## config.mk

```make
export PLATFORM = sky130hd
export DESIGN_NAME = avalon_mem_unit
export DESIGN_NICKNAME = d
export VERILOG_FILES = /design/src/rtl/avalon_mem_unit.sv
export SDC_FILE = /design/constraint.sdc
export NUM_CORES = 1
export LEC_CHECK = 0
export ABC_AREA = 1
export CAP_MARGIN = 25
export CORE_MARGIN = 2
export CORE_UTILIZATION = 55
export DETAILED_ROUTE_END_ITERATION = 10
export DONT_BUFFER_PORTS = 1
export PLACE_DENSITY = 0.7
export SYNTH_ARGS = -nofsm -noshare
export SYNTH_HDL_FRONTEND = slang
export SYNTH_SLANG_ARGS = --single-unit
```

## constraint.sdc

```tcl
create_clock -name clk -period 1.89 [get_ports clk]
set_input_delay 0.378 -clock clk [delete_from_list [all_inputs] [get_ports clk]]
set_output_delay 0.378 -clock clk [all_outputs]
set_load 0.005 [all_outputs]
```

## src/rtl/avalon_mem_unit.sv

```systemverilog
// Shared Avalon-MM master for the multicycle MIPS core: arbitrates fetch and data requests,
// runs one bus transaction at a time and performs store lane steering and load extraction.
module avalon_mem_unit #(
  parameter int unsigned TIMEOUT       = 0,
  parameter bit          DATA_PRIORITY = 1'b1
) (
  input  logic        clk,
  input  logic        reset,
  input  logic        i_req,
  input  logic [31:0] i_addr,
  output logic        i_ack,
  output logic [31:0] i_rdata,
  output logic        i_err,
  input  logic        d_req,
  input  logic        d_we,
  input  logic [1:0]  d_size,
  input  logic        d_signed,
  input  logic [1:0]  d_lr,
  input  logic [31:0] d_addr,
  input  logic [31:0] d_wdata,
  input  logic [31:0] d_merge,
  output logic        d_ack,
  output logic [31:0] d_rdata,
  output logic        d_err,
  output logic [31:0] address,
  output logic        read,
  output logic        write,
  input  logic        waitrequest,
  output logic [31:0] writedata,
  output logic [3:0]  byteenable,
  input  logic [31:0] readdata,
  output logic        busy
);

  typedef enum logic [1:0] {StIdle, StAccess, StResp} state_e;

  state_e      state_q, state_d;
  logic        gnt_data_q, gnt_data_d;
  logic [31:0] addr_q, addr_d;
  logic        read_q, read_d;
  logic        write_q, write_d;
  logic [3:0]  be_q, be_d;
  logic [31:0] wdata_q, wdata_d;
  logic [31:0] cnt_q, cnt_d;
  logic [31:0] rdata_q, rdata_d;
  logic        err_q, err_d;
  logic [1:0]  size_q, size_d;
  logic        signed_q, signed_d;
  logic [1:0]  lr_q, lr_d;
  logic [1:0]  off_q, off_d;
  logic [31:0] merge_q, merge_d;

  logic        pick_data;
  logic        misaligned;
  logic [31:0] load_result;
  logic [31:0] shifted;
  logic [4:0]  sh_right;
  logic [4:0]  sh_left;

  // Load extraction from the raw bus word using the latched command.
  always_comb begin
    sh_right    = {off_q, 3'b000};
    sh_left     = {~off_q, 3'b000};
    shifted     = readdata >> sh_right;
    load_result = readdata;
    unique case (lr_q)
      2'b01: load_result = (readdata << sh_left) | (merge_q & ((32'h1 << sh_left) - 32'h1));
      2'b10: load_result = shifted | (merge_q & ~(32'hFFFF_FFFF >> sh_right));
      default: begin
        unique case (size_q)
          2'b00: load_result = {{24{signed_q & shifted[7]}}, shifted[7:0]};
          2'b01: load_result = {{16{signed_q & shifted[15]}}, shifted[15:0]};
          default: load_result = readdata;
        endcase
      end
    endcase
  end

  always_comb begin
    state_d    = state_q;
    gnt_data_d = gnt_data_q;
    addr_d     = addr_q;
    read_d     = read_q;
    write_d    = write_q;
    be_d       = be_q;
    wdata_d    = wdata_q;
    cnt_d      = cnt_q;
    rdata_d    = rdata_q;
    err_d      = err_q;
    size_d     = size_q;
    signed_d   = signed_q;
    lr_d       = lr_q;
    off_d      = off_q;
    merge_d    = merge_q;
    pick_data  = d_req && (DATA_PRIORITY || !i_req);
    misaligned = 1'b0;

    unique case (state_q)
      StIdle: begin
        if (i_req || d_req) begin
          gnt_data_d = pick_data;
          cnt_d      = '0;
          rdata_d    = '0;
          err_d      = 1'b0;
          if (pick_data) begin
            addr_d   = {d_addr[31:2], 2'b00};
            off_d    = d_addr[1:0];
            size_d   = d_size;
            signed_d = d_signed;
            lr_d     = d_lr;
            merge_d  = d_merge;
            read_d   = !d_we;
            write_d  = d_we;
            misaligned = (d_lr == 2'b00) &&
                         (((d_size == 2'b01) && d_addr[0]) ||
                          (d_size[1] && (d_addr[1:0] != 2'b00)));
            unique case (d_size)
              2'b00:   wdata_d = {4{d_wdata[7:0]}};
              2'b01:   wdata_d = {2{d_wdata[15:0]}};
              default: wdata_d = d_wdata;
            endcase
            if (d_lr != 2'b00) begin
              be_d = 4'b1111;
            end else begin
              unique case (d_size)
                2'b00:   be_d = 4'b0001 << d_addr[1:0];
                2'b01:   be_d = d_addr[1] ? 4'b1100 : 4'b0011;
                default: be_d = 4'b1111;
              endcase
            end
          end else begin
            addr_d     = {i_addr[31:2], 2'b00};
            read_d     = 1'b1;
            write_d    = 1'b0;
            be_d       = 4'b1111;
            wdata_d    = '0;
            misaligned = (i_addr[1:0] != 2'b00);
          end
          if (misaligned) begin
            // No bus cycle at all: answer with an error straight away.
            read_d  = 1'b0;
            write_d = 1'b0;
            err_d   = 1'b1;
            state_d = StResp;
          end else begin
            state_d = StAccess;
          end
        end
      end
      StAccess: begin
        if (!waitrequest) begin
          read_d  = 1'b0;
          write_d = 1'b0;
          if (!gnt_data_q)  rdata_d = readdata;
          else if (write_q) rdata_d = '0;
          else              rdata_d = load_result;
          state_d = StResp;
        end else if (TIMEOUT != 0) begin
          if (cnt_q == TIMEOUT - 1) begin
            read_d  = 1'b0;
            write_d = 1'b0;
            err_d   = 1'b1;
            rdata_d = '0;
            state_d = StResp;
          end else begin
            cnt_d = cnt_q + 32'd1;
          end
        end
      end
      StResp: state_d = StIdle;
      default: state_d = StIdle;
    endcase
  end

  always_ff @(posedge clk) begin
    if (reset) begin
      state_q    <= StIdle;
      gnt_data_q <= 1'b0;
      addr_q     <= '0;
      read_q     <= 1'b0;
      write_q    <= 1'b0;
      be_q       <= '0;
      wdata_q    <= '0;
      cnt_q      <= '0;
      rdata_q    <= '0;
      err_q      <= 1'b0;
      size_q     <= '0;
      signed_q   <= 1'b0;
      lr_q       <= '0;
      off_q      <= '0;
      merge_q    <= '0;
    end else begin
      state_q    <= state_d;
      gnt_data_q <= gnt_data_d;
      addr_q     <= addr_d;
      read_q     <= read_d;
      write_q    <= write_d;
      be_q       <= be_d;
      wdata_q    <= wdata_d;
      cnt_q      <= cnt_d;
      rdata_q    <= rdata_d;
      err_q      <= err_d;
      size_q     <= size_d;
      signed_q   <= signed_d;
      lr_q       <= lr_d;
      off_q      <= off_d;
      merge_q    <= merge_d;
    end
  end

  always_comb begin
    i_ack      = (state_q == StResp) && !gnt_data_q;
    d_ack      = (state_q == StResp) && gnt_data_q;
    i_rdata    = i_ack ? rdata_q : '0;
    d_rdata    = d_ack ? rdata_q : '0;
    i_err      = i_ack && err_q;
    d_err      = d_ack && err_q;
    address    = addr_q;
    read       = read_q;
    write      = write_q;
    byteenable = be_q;
    writedata  = wdata_q;
    busy       = (state_q != StIdle);
  end

endmodule

```

### Word level (Yosys, flattened, before mapping)

Cells that the tools add are included.

* bits of input ports: 171
* RAM bits: 0
* register bits: 145
* bits in latches: 0
* memories: 0
* bits in read-only memories: 0

* div/mod/pow operators: 0
* $mul: 0
* order comparisons: 0
* equality and inequality tests: 8
* reductions and logical operators: 24
* bitwise gates (word level): 8
* multiplexer cells: 33
* shifts and indexed selects: 5
* $add $sub $neg: 1

Operator list (count)
* 2-to-1 mux 32 bit: 8
* case mux 32 bit (2 select lines): 4
* bitwise AND 32 bit: 2
* OR 32 bit: 2
* inverter 32 bit: 1
* << shifter 1 x 5 -> 32 bit (first input constant): 1
* << shifter 32 x 5 -> 32 bit: 1
* right shift 32 x 5 -> 32 bit: 1
* right shift 32 x 5 -> 32 bit (first input constant): 1
* subtractor 32 x 1 -> 32 bit (second input constant): 1
* 2-to-1 mux 4 bit: 3
* 2-to-1 mux 1 bit: 11
* nonzero test 2 bit: 5
* == test 2 x 1 -> 1 bit (second input constant): 4
* logical NOT 2 bit: 4
* case mux 4 bit (2 select lines): 1
* logical AND 1 bit: 7
* 2-to-1 mux 2 bit: 3
* AND reduction 3 bit: 2
* == test 2 bit (second input constant): 2
* != test 2 bit (second input constant): 2
* case mux 1 bit (2 select lines): 2
* case mux 2 bit (2 select lines): 1
* AND reduction 2 bit: 2
* other kinds (5): 8

### Logic depth before layout (Yosys ltp)

* word-level depth: 10
* gate-level depth with buffers: 14

### Least setup slack after synthesis

No wires, ideal clock.

* path kind: reg-to-reg
* from: reg lr_q[0]
* to: reg rdata_q[25]
* stages on the path, launching flop included: 13
* setup slack: 0.188 ns
* arrival time: 1.566 ns
* period minus slack after synthesis: 1.702 ns
* library setup time: 0.136 ns
* path through: dfxtp_1 inv_1 ha_1 clkbuf_1 inv_1 clkbuf_1 o21ai_0 nor2_1 nor2_1 nand2_1 nand2_1 nand2_1 a21oi_2

* longest elaborated chain between the ends: 6

RTL lines
* start: declaration: RTL line 49 `logic [1:0] lr_q, lr_d;`
* start signal: assignment: RTL line 205 `lr_q <= lr_d;`
* == test 2 bit or == test 2 x 1 -> 1 bit (tied branches): RTL line 66 `unique case (lr_q)`
* case mux 32 bit (2 select lines) (*): RTL line 66
* 2-to-1 mux 32 bit (*): RTL line 155 `else if (write_q) rdata_d = '0;`
* 2-to-1 mux 32 bit (*): RTL line 154 `if (!gnt_data_q) rdata_d = readdata;`
* 2-to-1 mux 32 bit (*): RTL line 151 `if (!waitrequest) begin`
* case mux 32 bit (2 select lines) (*): RTL line 98 `unique case (state_q)`
* end signal: assignment: RTL line 201 `rdata_q <= rdata_d;`
* end: declaration: RTL line 45 `logic [31:0] rdata_q, rdata_d;`

Mark *: on every way between the ends. The rest lies on a longest branch, timed or not. The select of a mux whose other input is x is not followed.
A chain may end at the register's enable or synchronous reset.

### Final worst setup path

* from: reg state_q[1]
* to: out d_rdata[23]

* longest elaborated chain between the ends: 3

RTL lines
* start: declaration: RTL line 37 `state_e state_q, state_d;`
* start signal: assignment: RTL line 177 `state_q <= StIdle;`
* start signal: assignment: RTL line 193 `state_q <= state_d;`
* == test 2 bit: RTL line 213 `d_ack = (state_q == StResp) && gnt_data_q;`
* logical AND 1 bit: RTL line 213
* 2-to-1 mux 32 bit: RTL line 215 `d_rdata = d_ack ? rdata_q : '0;`
* end: declaration: RTL line 23 `output logic [31:0] d_rdata,`

Every way passes these cells.

==> flow_metrics.env <==
export IMPL_outcome="finished clean"
export IMPL_final_setup_tns_ns=0
export IMPL_required_ns=1.51
export IMPL_cts_htree_levels=4
export IMPL_drt_initial_drc_count=772
export IMPL_hold_end="writedata[19]"
export IMPL_seq_power_share=0.384
export IMPL_ys_seq_area_frac=0.330
export IMPL_initial_core_util=0.566
export IMPL_synthToLayoutAreaGrowth_pct=13.9
export IMPL_hold_path_startpoint="reset"
export IMPL_drt_total_wl_um=31300
export IMPL_synth_top_area_frac=0.330
export IMPL_synth_ff_type="dfxtp_1"
export IMPL_worst_slack_ns=0.0689
export IMPL_vias_per_cell=5.79
export IMPL_die_w_um=130
export IMPL_cts_buffer_depth=2
export IMPL_cp_arrival_ns=1.44
export IMPL_ys_warn_count=0
export IMPL_synth_async_reset_ratio=0
export IMPL_synth_area_per_cell_um2=5.94
export IMPL_grt_pass1_vias=8533
export IMPL_rr_worst_depth=8
export IMPL_die_h_um=130
export IMPL_period_needed_ns=1.82
export IMPL_dpl_worst_slack_ns=0.113
export IMPL_dieArea_um2=16800
export IMPL_cts_tree="done"
export IMPL_multiInputGateArea_um2=5100
export IMPL_postSynthCellCount=1460
export IMPL_hpwl_um=22300
export IMPL_p_leak_nw=4.06
export IMPL_peakVddDrop_mv=0.686
export IMPL_num_io_pins=310
export IMPL_r2r_setup_slack_ns=0.13
export IMPL_portBuffers=0
export IMPL_timing_hold_ws_ns=0.0189
export IMPL_min_path_type="primary input to register"
export IMPL_final_max_slew_viol_count=0
export IMPL_grt_pass1_wl_um=45900
export IMPL_drt_wirelength_per_cell_um=18.9
export IMPL_cp_start_kind="register"
export IMPL_insertion_delay_ns=0.43
export IMPL_drt_pass1_iter_count=8
export IMPL_grt_max_degree=75
export IMPL_synth_most_common_cell="nand2_1"
export IMPL_register_area_um2=2870
export IMPL_grtUsageTotal=0.356
export IMPL_comb_power_share=0.271
export IMPL_ys_types=34
export IMPL_synth_seq_cells=143
export IMPL_clock_root_buffer="clkbuf_16"
export IMPL_rows=45
export IMPL_drive_above_1_share=0.142
export IMPL_synth_edff_count=0
export IMPL_synthTopCellsByArea="dfxtp_1, nand2_1, nor2_1, a21oi_1, o21ai_0"
export IMPL_drc=0
export IMPL_place_area_um2=8980
export IMPL_design_core_area_um2=15300
export IMPL_p_clk_frac=0.345
export IMPL_p_per_area_nw_per_um2=943
export IMPL_hold_violations=0
export IMPL_internal_power_mw=6.03
export IMPL_cts_made_buffers=17
export IMPL_switching_share=0.352
export IMPL_vias=9589
export IMPL_r2r_end="writedata[21]"
export IMPL_max_cap_violations=0
export IMPL_gp_congestion=1.02
export IMPL_netlist_area_um2=8670
export IMPL_end_kind="primary output"
export IMPL_antenna_found_initial=1
export IMPL_cts_sinks=143
export IMPL_p_sw_mw=3.28
export IMPL_fmax_ghz=0.549
export IMPL_design_area_um2=9870
export IMPL_finalSetupViolations=0
export IMPL_ant_nets=0
export IMPL_finClkSkew_ns=0.00929
export IMPL_period_share=0.964
export IMPL_crit_fanout=17
export IMPL_holdPathStages=1
export IMPL_clk_pin_slew_worst_paths_ns=0.06
export IMPL_grt_ovfl_total=0
export IMPL_yosys_top_cells_count="nand2_1, nor2_1, a21oi_1"
export IMPL_synth_area_leader_cell="dfxtp_1"
export IMPL_nets=1604
export IMPL_worst_setup_path_type="register to primary output"
export IMPL_fill_cells=1532
export IMPL_reg2reg_from="state_q[0]"
## registers in the layout, summed over array words and instances (netlist names)
register    count
signed_q        1
off_q           2
gnt_data_q      1
address        30
size_q          2
writedata      32
state_q         2
rdata_q        32
read            1
lr_q            2
byteenable      4
merge_q        32
err_q           1
write           1
## kinds of logic after synthesis
kind of cell / synth area share
other cells: 0.000433
flops: 0.330
buf+inv: 0.108
compound gates: 0.219
fa+ha+maj: 0.00289
simple gates: 0.339
## critical path: stages, from the launching register on
cell	delay [ns]
dfxtp_2	0.35
inv_2	0.06
nor3_4	0.19
inv_2	0.12
buf_12	0.18
nor2_2	0.12
## worst max path at each step
stage / start / endpoint / slack, ns
global route: state_q[0] / i_rdata[12] / -0.0002
floorplan: lr_q[0] / rdata_q[25] / 0.19
detailed placement: off_q[1] / rdata_q[29] / 0.11
finish: state_q[1] / d_rdata[23] / 0.07
global placement: off_q[1] / rdata_q[29] / 0.13
CTS: state_q[1] / i_rdata[31] / -0.02
## metal layers
layer | track usage | vias up | wire length, µm
met5 | 0 | - | 0
met4 | 0.199 | 0 | 1810
met1 | 0.404 | 4342 | 11500
met3 | 0.0937 | 104 | 2810
li1 | - | 4640 | -
met2 | 0.610 | 503 | 15200
## metrics by stage
| stage | instances | power (mW) | util |
|---|---|---|---|
| global placement | 1617 | 5.98 | 0.586 |
| global route | 1655 | 9.79 | 0.645 |
| finish | 1655 | 9.31 | 0.645 |
| detailed placement | 1617 | 6.00 | 0.586 |
| floorplan | 1461 | 5.30 | - |
| CTS | 1648 | 9.20 | 0.624 |
## layout make-up
class	count	share of cell area
Clock buffer	19	0.0449
Tap cell	211	0.0267
Multi-Input combinational cell	1083	0.517
Sequential cell	143	0.291
Clock inverter	12	0.0113
Inverter	129	0.0497
Antenna cell	1	0.000253
Timing Repair Buffer	57	0.0596
## cells in the final DEF (no fill, tap or decap), types with 2 or more instances in the layout
cell / synthesis / layout
nand2_2: 13 / 13
buf_8: 1 / 2
a31oi_1: 30 / 30
dfxtp_1: 143 / 138
o22ai_1: 8 / 8
inv_1: 124 / 118
dfxtp_2: 0 / 5
buf_4: 3 / 43
a22oi_1: 16 / 16
nand3_2: 2 / 2
a21oi_2: 10 / 12
clkinv_2: 0 / 3
nor2_1: 221 / 155
inv_2: 5 / 8
conb_1: 1 / 2
inv_6: 0 / 3
o211ai_1: 12 / 12
o21ai_0: 115 / 115
clkbuf_16: 0 / 18
a21oi_1: 148 / 146
nor2_2: 2 / 64
clkinvlp_4: 0 / 4
buf_12: 0 / 10
nor3_1: 9 / 7
nand3_1: 72 / 72
nor2_4: 2 / 6
clkinv_4: 0 / 2
nand2_1: 410 / 410
## power by group through the flow
| stage | Sequential, mW | Clock (mW) | Combinational [mW] |
|---|---|---|---|
| global route | 3.59 | 3.39 | 2.81 |
| finish | 3.57 | 3.21 | 2.52 |
| global placement | 3.62 | 0 | 2.36 |
| detailed placement | 3.62 | 0 | 2.39 |
| CTS | 3.56 | 3.24 | 2.40 |
| floorplan | 3.51 | 0 | 1.79 |
## repair_timing
action                                  4_1_cts  5_1_grt
buffers inserted                              0        3
hold buffers                                  0        1
endpoints found under the hold margin         0        1
pin swaps                                     0        2
cloned                                        0        2
endpoints found under the setup margin       37       89
resized for setup                             6       88
Power figures use the tool's default switching activity.
